==> src/rtl/can_pkg.sv <==
// Shared constants, state encoding and the CRC-15 step function for the CAN
// standard-frame transmitter.
package can_pkg;

  localparam int unsigned IdW        = 11;
  localparam int unsigned DlcW       = 4;
  localparam int unsigned CrcW       = 15;
  localparam int unsigned DataW      = 64;
  localparam int unsigned HdrLen     = 19;
  localparam int unsigned TrlLen     = 13;
  localparam int unsigned StuffLimit = 5;

  localparam logic [CrcW-1:0] CrcPoly = 15'h4599;

  typedef enum logic [1:0] {
    StIdle,
    StStuffed,
    StCrc,
    StTrailer
  } tx_state_e;

  // One serial CRC-15 update: shift left, fold in the polynomial when the
  // incoming bit differs from the outgoing MSB.
  function automatic logic [CrcW-1:0] crc15_step(input logic [CrcW-1:0] crc,
                                                 input logic            b);
    logic [CrcW-1:0] nxt;
    nxt = {crc[CrcW-2:0], 1'b0};
    if (b ^ crc[CrcW-1]) begin
      nxt = nxt ^ CrcPoly;
    end
    return nxt;
  endfunction

endpackage

==> src/rtl/can_crc15.sv <==
// Serial CAN CRC-15 accumulator; cleared per frame, advanced once per
// unstuffed header/data bit.
module can_crc15
  import can_pkg::*;
(
  input  logic            clock_in_i,
  input  logic            reset_i,
  input  logic            clear_i,
  input  logic            en_i,
  input  logic            bit_i,
  output logic [CrcW-1:0] crc_o
);

  logic [CrcW-1:0] crc_q;

  always_ff @(posedge clock_in_i or posedge reset_i) begin
    if (reset_i) begin
      crc_q <= '0;
    end else if (clear_i) begin
      crc_q <= '0;
    end else if (en_i) begin
      crc_q <= crc15_step(crc_q, bit_i);
    end
  end

  assign crc_o = crc_q;

endmodule

==> src/rtl/can_tx_serializer.sv <==
// Serializes one CAN 2.0A data frame per request: header/data with stuffing,
// CRC-15 field, then 13 recessive trailer bits. Advances only on bit ticks.
module can_tx_serializer
  import can_pkg::*;
#(
  parameter int unsigned MAX_BYTES = 8
) (
  input  logic             clock_in_i,
  input  logic             reset_i,
  input  logic             bit_tick_i,
  input  logic             frame_valid_i,
  output logic             frame_ready_o,
  input  logic [IdW-1:0]   id_i,
  input  logic [DlcW-1:0]  dlc_i,
  input  logic [DataW-1:0] data_i,
  output logic             tx_o,
  output logic             busy_o,
  output logic             done_o
);

  localparam int unsigned FrameW   = HdrLen + DataW;
  localparam logic [6:0]  FrameMsb = 7'(FrameW - 1);
  localparam logic [6:0]  CrcLast  = 7'(CrcW - 1);
  localparam logic [6:0]  CrcPend  = 7'(CrcW);

  tx_state_e        state_q, state_d;
  logic [IdW-1:0]   id_q, id_d;
  logic [DlcW-1:0]  dlc_q, dlc_d;
  logic [DataW-1:0] data_q, data_d;
  logic [6:0]       last_idx_q, last_idx_d;
  logic [6:0]       bit_idx_q, bit_idx_d;
  logic [2:0]       run_cnt_q, run_cnt_d;
  logic             run_bit_q, run_bit_d;
  logic [3:0]       trl_cnt_q, trl_cnt_d;
  logic             tx_q, tx_d;
  logic             busy_q, busy_d;
  logic             ready_q, ready_d;
  logic             done_q, done_d;

  logic             accept;
  logic [3:0]       nbytes;
  logic [FrameW-1:0] frame_vec;
  logic             field_bit;
  logic [CrcW-1:0]  crc;
  logic [CrcW:0]    crc_ext;
  logic [3:0]       crc_sel;
  logic             crc_bit;
  logic             stuff_due;
  logic             tx_bit;
  logic [2:0]       new_run;
  logic             crc_clear;
  logic             crc_en;

  assign accept = frame_valid_i && ready_q;
  assign nbytes = (32'(dlc_i) > MAX_BYTES) ? 4'(MAX_BYTES) : dlc_i;

  // SOF, ID, RTR, IDE, r0, DLC, then payload; indexed MSB-first by bit_idx_q.
  assign frame_vec = {1'b0, id_q, 3'b000, dlc_q, data_q};
  assign field_bit = frame_vec[FrameMsb - bit_idx_q];

  // The extra zero bit keeps the index in range while a post-CRC stuff bit
  // is pending (bit_idx_q == CrcPend); that value is never transmitted.
  assign crc_ext = {1'b0, crc};
  assign crc_sel = 4'(CrcW - 1) - bit_idx_q[3:0];
  assign crc_bit = crc_ext[crc_sel];

  assign stuff_due = (run_cnt_q == 3'(StuffLimit));
  assign tx_bit    = stuff_due ? ~run_bit_q
                   : ((state_q == StStuffed) ? field_bit : crc_bit);
  assign new_run   = (run_cnt_q != 3'd0 && tx_bit == run_bit_q) ? run_cnt_q + 3'd1 : 3'd1;

  can_crc15 u_crc (
    .clock_in_i (clock_in_i),
    .reset_i    (reset_i),
    .clear_i    (crc_clear),
    .en_i       (crc_en),
    .bit_i      (field_bit),
    .crc_o      (crc)
  );

  always_comb begin
    state_d    = state_q;
    id_d       = id_q;
    dlc_d      = dlc_q;
    data_d     = data_q;
    last_idx_d = last_idx_q;
    bit_idx_d  = bit_idx_q;
    run_cnt_d  = run_cnt_q;
    run_bit_d  = run_bit_q;
    trl_cnt_d  = trl_cnt_q;
    tx_d       = tx_q;
    busy_d     = busy_q;
    ready_d    = ready_q;
    done_d     = 1'b0;
    crc_clear  = 1'b0;
    crc_en     = 1'b0;

    unique case (state_q)
      StIdle: begin
        if (accept) begin
          id_d       = id_i;
          dlc_d      = dlc_i;
          data_d     = data_i;
          last_idx_d = 7'(HdrLen) + {nbytes, 3'b000} - 7'd1;
          bit_idx_d  = '0;
          run_cnt_d  = '0;
          trl_cnt_d  = '0;
          busy_d     = 1'b1;
          ready_d    = 1'b0;
          crc_clear  = 1'b1;
          state_d    = StStuffed;
        end
      end

      StStuffed: begin
        if (bit_tick_i) begin
          tx_d      = tx_bit;
          run_cnt_d = new_run;
          run_bit_d = tx_bit;
          if (!stuff_due) begin
            crc_en = 1'b1;
            if (bit_idx_q == last_idx_q) begin
              bit_idx_d = '0;
              state_d   = StCrc;
            end else begin
              bit_idx_d = bit_idx_q + 7'd1;
            end
          end
        end
      end

      StCrc: begin
        if (bit_tick_i) begin
          tx_d      = tx_bit;
          run_cnt_d = new_run;
          run_bit_d = tx_bit;
          if (stuff_due) begin
            if (bit_idx_q == CrcPend) begin
              run_cnt_d = '0;
              state_d   = StTrailer;
            end
          end else if (bit_idx_q == CrcLast) begin
            if (new_run == 3'(StuffLimit)) begin
              bit_idx_d = CrcPend;
            end else begin
              run_cnt_d = '0;
              state_d   = StTrailer;
            end
          end else begin
            bit_idx_d = bit_idx_q + 7'd1;
          end
        end
      end

      StTrailer: begin
        if (bit_tick_i) begin
          tx_d = 1'b1;
          if (trl_cnt_q == 4'(TrlLen)) begin
            busy_d  = 1'b0;
            ready_d = 1'b1;
            done_d  = 1'b1;
            state_d = StIdle;
          end else begin
            trl_cnt_d = trl_cnt_q + 4'd1;
          end
        end
      end

      default: state_d = StIdle;
    endcase
  end

  always_ff @(posedge clock_in_i or posedge reset_i) begin
    if (reset_i) begin
      state_q    <= StIdle;
      id_q       <= '0;
      dlc_q      <= '0;
      data_q     <= '0;
      last_idx_q <= '0;
      bit_idx_q  <= '0;
      run_cnt_q  <= '0;
      run_bit_q  <= 1'b1;
      trl_cnt_q  <= '0;
      tx_q       <= 1'b1;
      busy_q     <= 1'b0;
      ready_q    <= 1'b1;
      done_q     <= 1'b0;
    end else begin
      state_q    <= state_d;
      id_q       <= id_d;
      dlc_q      <= dlc_d;
      data_q     <= data_d;
      last_idx_q <= last_idx_d;
      bit_idx_q  <= bit_idx_d;
      run_cnt_q  <= run_cnt_d;
      run_bit_q  <= run_bit_d;
      trl_cnt_q  <= trl_cnt_d;
      tx_q       <= tx_d;
      busy_q     <= busy_d;
      ready_q    <= ready_d;
      done_q     <= done_d;
    end
  end

  assign tx_o          = tx_q;
  assign busy_o        = busy_q;
  assign frame_ready_o = ready_q;
  assign done_o        = done_q;

endmodule

==> config.mk <==
export PLATFORM = sky130hd
export DESIGN_NAME = can_tx_serializer
export DESIGN_NICKNAME = d
export VERILOG_FILES = /design/src/rtl/can_pkg.sv /design/src/rtl/can_crc15.sv /design/src/rtl/can_tx_serializer.sv
export SDC_FILE = /design/constraint.sdc
export NUM_CORES = 1
export LEC_CHECK = 0
export ABC_AREA = 1
export BUFFER_PORTS_ARGS = -buffer_cell sky130_fd_sc_hd__buf_2
export CORE_ASPECT_RATIO = 0.9
export CORE_UTILIZATION = 40
export DETAILED_ROUTE_END_ITERATION = 12
export PLACE_DENSITY_LB_ADDON = 0.2
export REMOVE_ABC_BUFFERS = 1
export SETUP_SLACK_MARGIN = 0.5
export SLEW_MARGIN = 25
export SYNTH_ARGS = -nofsm -noshare
export SYNTH_HDL_FRONTEND = slang
export SYNTH_SLANG_ARGS = --single-unit
==> constraint.sdc <==
create_clock -name clock_in_i -period 7.9 [get_ports clock_in_i]
set_clock_uncertainty 0.15 [all_clocks]
set_input_delay 0.79 -clock clock_in_i [delete_from_list [all_inputs] [get_ports clock_in_i]]
set_output_delay 0.79 -clock clock_in_i [all_outputs]
set_load 0.05 [all_outputs]
* Word level (Yosys, flattened, before mapping)
Index checks and enable logic that the tools add are counted.
Widths: inputs -> output; s select.
** Word-level totals
- Register bits :: 122
- Bits in latches :: 0
- RAM bits :: 0
- Bits in read-only memories :: 0
- Bits of input ports :: 83
- Output and inout port bits :: 4
- Logic and storage cells :: 131
- Memories :: 0
** Operators by class
- Add/sub/neg operators :: 7
- Multiply operators :: 0
- Div/mod/pow operators :: 0
- $lt $le $gt $ge :: 3
- Equal/unequal tests :: 24
- Shifts and indexed selects :: 0
- Muxes and demuxes :: 63
- Bitwise gates (word level) :: 3
- Reductions and logical operators :: 17
** Operators with widths (number)
- $mux 7 :: 8
- $mux 15 :: 3
- $mux 3 :: 8
- $mux 2 :: 11
- $pmux 7 s3 :: 1
- $mux 1 :: 20
- $mux 4 :: 4
- $ne 2x2->1 const B :: 8
- $eq 7x4->1 const B :: 2
- $ne 3x3->1 const B :: 4
- $reduce_and 4->1 :: 3
- $reduce_and 10->1 :: 1
- $pmux 3 s3 :: 1
- $lt 7x8->1 const B :: 1
- $pmux 2 s4 :: 1
- $pmux 4 s2 :: 1
- $add 5x7->7 const A :: 1
- $add 7x1->7 const B :: 1
- $bmux 1 s7 :: 1
- $eq 7x7->1 :: 1
- $not 7->7 :: 1
- $reduce_and 7->1 :: 1
- $sub 7x1->7 const B :: 1
- $sub 7x7->7 const A :: 1
- 22 further kinds :: 32

* Longest topological paths before layout
- Depth after elaboration :: 14
- Depth in mapped cells :: 24
- Depth with buffers taken out :: 20

* Hierarchy
Synthesis repeated with hierarchy kept, for this count alone.
** Unflattened totals
- Cells, all modules :: 876
- Area total of the unflattened synthesis :: 6453.7 um^2
** Modules (own cells, without submodules)
- can_tx_serializer :: times used 1, cells an instance 791, area an instance 5741.8 um^2, sequential area each 2631.3 um^2
- can_crc15 :: times used 1, cells an instance 85, area an instance 711.9 um^2, sequential area each 375.4 um^2

* Least setup slack after synthesis
Ideal clock, no wire load.
- Path type :: register -> register
- From :: register bit_idx_q[0]
- To :: register bit_idx_q[2]
- Setup time :: 123 ps
- Arrival :: 2595 ps
- Required time :: 7627 ps
- Path slack :: 5032 ps
- Cell stages (with the launch flop) :: 24
- Path buffers :: 5
- Clock period less this slack :: 2868 ps
- Path through :: dfrtp_1 > buf_6 > inv_2 > buf_2 > ha_1 > clkbuf_2 > inv_2 > buf_6 > o21ai_0 > nor2_1 > nand3_1 > nand2_1 > nand2_1 > o21bai_2 > nand3_2 > nand2_2 > nand2_1 > nand2_1 > nand4_1 > nand2_1 > nand2_2 > buf_6 > nand2_1 > o21ai_2
** On the way
- Cells in the longest elaborated chain, start to end :: 11
- Elaborated cells between the ends (all ways) :: 24
- Classes of those cells :: add/sub (3); eq/ne (5); mux (14); reduce/logical (2)
** Ends and longest elaborated chain
- start: declaration :: line can_tx_serializer.sv:31 : logic [6:0] bit_idx_q, bit_idx_d;
- start signal: assignment :: line can_tx_serializer.sv:194 : bit_idx_q <= bit_idx_d;
- $sub 7x7->7 or $sub 4x4->4 (tied branches) :: line can_tx_serializer.sv:59, can_tx_serializer.sv:64
- $bmux 1 s7 or $bmux 1 s4 (tied branches) :: line can_tx_serializer.sv:59, can_tx_serializer.sv:65
- $mux 1 (on tied branches) :: line can_tx_serializer.sv:59, can_tx_serializer.sv:65
- $mux 1 :: line can_tx_serializer.sv:69 : : ((state_q == StStuffed) ? field_bit : crc_bit);
- $mux 1 :: line can_tx_serializer.sv:68 : assign tx_bit = stuff_due ? ~run_bit_q
- $eq 1x1->1 :: line can_tx_serializer.sv:70 : assign new_run = (run_cnt_q != 3'd0 && tx_bit == run_bit_q) ? run_cnt_q + 3'd1 : 3'd1;
- $logic_and 1x1->1 :: line can_tx_serializer.sv:70
- $mux 3 :: line can_tx_serializer.sv:70
- $eq 3x3->1 :: line can_tx_serializer.sv:143 : if (new_run == 3'(StuffLimit)) begin
- $ne 3x3->1 (no source line)
- $reduce_and 7->1 (no source line)
Parallel ways exist; a longest one is shown, timed or not. The select of a mux whose other input is x is not followed.
A chain may end at the register's enable or synchronous reset.

* Worst setup path after layout
- From :: register bit_idx_q[0]
- To :: register bit_idx_q[0]
The elaborated chain is that of the path after synthesis.

==> impl_metrics.env <==
export IMPL_htree_num_levels=4
export IMPL_dpl_worst_slack_ps=3830
export IMPL_post_synth_main_area_contributors="sky130_fd_sc_hd__dfrtp_1 46%, sky130_fd_sc_hd__nand2_1 22%, sky130_fd_sc_hd__nand3_1 6.9%"
export IMPL_initial_utilization=0.411
export IMPL_drt_first_iter_violations=361
export IMPL_synthCells=847
export IMPL_numCtsBuffers=17
export IMPL_setup_tns_final_ps=0
export IMPL_yosysWarnings=0
export IMPL_gp_congestion=0.830
export IMPL_max_clock_path_buffers=2
export IMPL_start_kind="flop"
export IMPL_path_class="flop to flop"
export IMPL_clkSinkCount=120
export IMPL_final_core_utilization=0.481
export IMPL_wire_length_of_the_first_global_routing_pass_mm=25.8
export IMPL_drt_wl_total_mm=15.1
export IMPL_hold_viol=0
export IMPL_cts_resized=0
export IMPL_p_per_area_nw_per_um2=387
export IMPL_r2r_worst_path_cells=17
export IMPL_floorplan_rows=43
export IMPL_synth_cell_types=36
export IMPL_setup_viol=0
export IMPL_vias_per_cell=4.86
export IMPL_clk_insertion_delay_late_ps=430
export IMPL_avgRoutedWirePerCell_um=13.4
export IMPL_outcome="completed"
export IMPL_holdBufCountCts=0
export IMPL_cts_root_buf="sky130_fd_sc_hd__clkbuf_16"
export IMPL_grt_total_usage=0.202
export IMPL_finalWorstSetupSlack_ps=3830
export IMPL_grt_pass1_vias=5197
export IMPL_peakVddDrop_mv=0.166
export IMPL_drt_antenna_violating_nets=0
export IMPL_max_stage_delay_ps=840
export IMPL_max_slew_margin_rel=0.383
export IMPL_worstPathCellList="inv_2, ha_1, inv_2, a21oi_1, o21ai_0, nand3_1, nand3_1, a21oi_1, o21bai_2, nand3_2, nand2_2, a21oi_1, nand4_1, nand2_1, nand2_2, nand2_1, o21ai_2"
export IMPL_drive_gt1_frac=0.161
export IMPL_final_net_count=1011
export IMPL_synthesis_to_finish_area_growth_pct=17.0
export IMPL_tritoncts="yes"
export IMPL_synth_top_cell_area_share=0.460
export IMPL_floorplan_die_width_um=135
export IMPL_postSynthRegisterBits=120
export IMPL_fillerInstances=1568
export IMPL_portBuffers=86
export IMPL_floorplan_die_height_um=122
export IMPL_cp_end_kind="flop"
export IMPL_period_share=0.515
export IMPL_cpLargestDelayFamily="buffers and inverters"
export IMPL_number_of_iterations_in_the_first_detailed_routing_pass=5
export IMPL_floorplan_io_pins=87
export IMPL_static_leakage_power_uw=0.00390
export IMPL_synth_seq_area_share=0.472
export IMPL_ff2ff_setup_slack_ps=3830
export IMPL_cts_setup_buffers=0
export IMPL_worst_slew_pin_slew_ps=925
export IMPL_layout_area_seq_um2=3010
export IMPL_timing_hold_worst_class="primary input to async pin"
export IMPL_rr_endpoint="bit_idx_q[0]$_DFFE_PP0P_"
export IMPL_die_area_um2=16400
export IMPL_timing_critical_path_mode_cell="sky130_fd_sc_hd__a21oi_1"
export IMPL_setup_repair_after_global_routing_missed_its_margin="false"
export IMPL_grt_overflow_total=0
export IMPL_timing_critical_path_arrival_ps=4220
export IMPL_netlist_area_um2=6360
export IMPL_core_box_area_um2=15500
export IMPL_required_ps=8050
export IMPL_grt_antenna_before_repair=0
export IMPL_drt_drc_violations_left=0
export IMPL_netlist_top_cell_by_area="sky130_fd_sc_hd__dfrtp_1"
export IMPL_final_period_minus_worst_setup_slack_ps=4070
export IMPL_rr_startpoint="bit_idx_q[0]$_DFFE_PP0P_"
export IMPL_critical_path_buffer_and_inverter_count=2
export IMPL_timing_fmax_mhz=246
export IMPL_crit_fanout=40
export IMPL_multi_input_area_um2=2870
export IMPL_clk_transition_reported_paths_ps=50
export IMPL_num_antenna_cells=0
export IMPL_routed_via_count=5492
export IMPL_dp_hpwl_mm=10.4
export IMPL_max_cap_viol_count=0
export IMPL_syn_mean_instance_area_um2=7.51
export IMPL_maxSlewViolCount=0
export IMPL_timing_critical_path_slowest_stage_cell="sky130_fd_sc_hd__ha_1"
export IMPL_maximum_number_of_pins_on_one_net_before_global_route_repair=86
==> worst max-delay path by stage <==
stage | start | endpoint | cells past startpoint
4_1_cts | bit_idx_q[0]$_DFFE_PP0P_ | bit_idx_q[0]$_DFFE_PP0P_ | 17
3_3_place_gp | bit_idx_q[0]$_DFFE_PP0P_ | bit_idx_q[0]$_DFFE_PP0P_ | 17
3_5_place_dp | bit_idx_q[0]$_DFFE_PP0P_ | bit_idx_q[0]$_DFFE_PP0P_ | 17
6_report | bit_idx_q[0]$_DFFE_PP0P_ | bit_idx_q[0]$_DFFE_PP0P_ | 17
2_1_floorplan | frame_valid_i | u_crc.crc_o[0]$_DFFE_PP0P_ | 5
5_1_grt | bit_idx_q[0]$_DFFE_PP0P_ | bit_idx_q[2]$_DFFE_PP0P_ | 17
==> sequential cells by signal, indices dropped and copies added (netlist names) <==
register / cells
bit_idx_q: 7
busy_o: 1
data_q: 64
dlc_q: 4
done_o: 1
frame_ready_o: 1
id_q: 11
last_idx_q: 5
run_bit_q: 1
run_cnt_q: 3
state_q: 2
trl_cnt_q: 4
tx_o: 1
u_crc.crc_o: 15
==> layer usage <==
metal	GRT usage	vias to the layer above	wire length, µm
met5	0	-	0
met4	0.0660	0	180
met3	0.0404	15	549
met2	0.300	111	6580
met1	0.295	2528	7810
li1	-	2838	-
==> cell families (layout without fill, tap and decap cells) <==
family | after synthesis | in the layout | synth area share
buffers and inverters | 113 | 194 | 0.0782
AO/OA/AOI/OAI | 91 | 91 | 0.0853
flip-flops | 120 | 120 | 0.472
AND/OR/NAND/NOR | 499 | 499 | 0.320
XOR/XNOR | 11 | 11 | 0.0181
adder cells (fa/ha/maj) | 13 | 13 | 0.0256
==> stage by stage <==
stage	hold WS (ps)	area [µm²]	std cells	total power [µW]
detailed placement	307	6860	1098	2140
finish	296	7450	1130	2880
global route	339	7450	1130	3130
floorplan	284	6130	805	1840
global placement	303	6860	1098	2120
CTS	313	7450	1130	2910
==> Yosys cell counts <==
master and n:
sky130_fd_sc_hd__ha_1 13, sky130_fd_sc_hd__xor2_1 10, sky130_fd_sc_hd__o21bai_1 1, sky130_fd_sc_hd__a21oi_1 20, sky130_fd_sc_hd__a2111oi_0 1, sky130_fd_sc_hd__o211ai_1 5, sky130_fd_sc_hd__and3_1 1, sky130_fd_sc_hd__nor3_1 5
sky130_fd_sc_hd__o21ai_1 4, sky130_fd_sc_hd__nand3_2 1, sky130_fd_sc_hd__o21ai_2 7, sky130_fd_sc_hd__xor2_4 1, sky130_fd_sc_hd__dfstp_2 3, sky130_fd_sc_hd__nand2_1 367, sky130_fd_sc_hd__a211oi_1 1, sky130_fd_sc_hd__o22ai_1 21
sky130_fd_sc_hd__a31oi_1 1, sky130_fd_sc_hd__nand3_1 88, sky130_fd_sc_hd__buf_2 10, sky130_fd_sc_hd__inv_2 5, sky130_fd_sc_hd__clkbuf_2 1, sky130_fd_sc_hd__nand2_2 4, sky130_fd_sc_hd__dfrtp_1 117, sky130_fd_sc_hd__buf_6 7
sky130_fd_sc_hd__inv_1 66, sky130_fd_sc_hd__a221oi_1 1, sky130_fd_sc_hd__nor2_1 21, sky130_fd_sc_hd__nor4_1 1, sky130_fd_sc_hd__nor2_2 3, sky130_fd_sc_hd__clkbuf_1 22, sky130_fd_sc_hd__o21ai_0 27, sky130_fd_sc_hd__o31ai_1 1
sky130_fd_sc_hd__buf_4 2, sky130_fd_sc_hd__o21bai_2 1, sky130_fd_sc_hd__nand3b_1 1, sky130_fd_sc_hd__nand4_1 7
==> cell type report <==
cell class              instances  area share
well taps                     202      0.0339
repair buffers                 91      0.0628
inverters                      71      0.0361
flip-flops and latches        120       0.404
clock inverters                10      0.0161
multi-input cells             614       0.385
clock buffers                  22      0.0623
==> power by group <==
group	internal [µW]	switching (µW)	leakage, µW	total, µW
Sequential	872	161	0.00152	1030
Combinational	374	716	0.00209	1090
Clock	481	280	0.000281	761
Total	1730	1160	0.00390	2880
==> placed cells by master, fill, tap and decap left out, types with 3 or more instances in the layout <==
cell                          n
sky130_fd_sc_hd__clkinv_4     3
sky130_fd_sc_hd__nor3_1       4
sky130_fd_sc_hd__ha_1        13
sky130_fd_sc_hd__o21ai_1      4
sky130_fd_sc_hd__dfstp_2      3
sky130_fd_sc_hd__nor2_2       3
sky130_fd_sc_hd__nand2_1    367
sky130_fd_sc_hd__nor2_1      21
sky130_fd_sc_hd__nand4_1      7
sky130_fd_sc_hd__buf_2       86
sky130_fd_sc_hd__inv_1       64
sky130_fd_sc_hd__o21ai_2      7
sky130_fd_sc_hd__inv_2        6
sky130_fd_sc_hd__clkbuf_16   17
sky130_fd_sc_hd__nand3_1     88
sky130_fd_sc_hd__buf_4        5
sky130_fd_sc_hd__nand2_2      4
sky130_fd_sc_hd__clkbuf_1     3
sky130_fd_sc_hd__a21oi_1     20
sky130_fd_sc_hd__dfrtp_1    116
sky130_fd_sc_hd__o211ai_1     5
sky130_fd_sc_hd__o21ai_0     27
sky130_fd_sc_hd__xor2_1      10
sky130_fd_sc_hd__o22ai_1     21
Power figures use the tool's default switching activity.
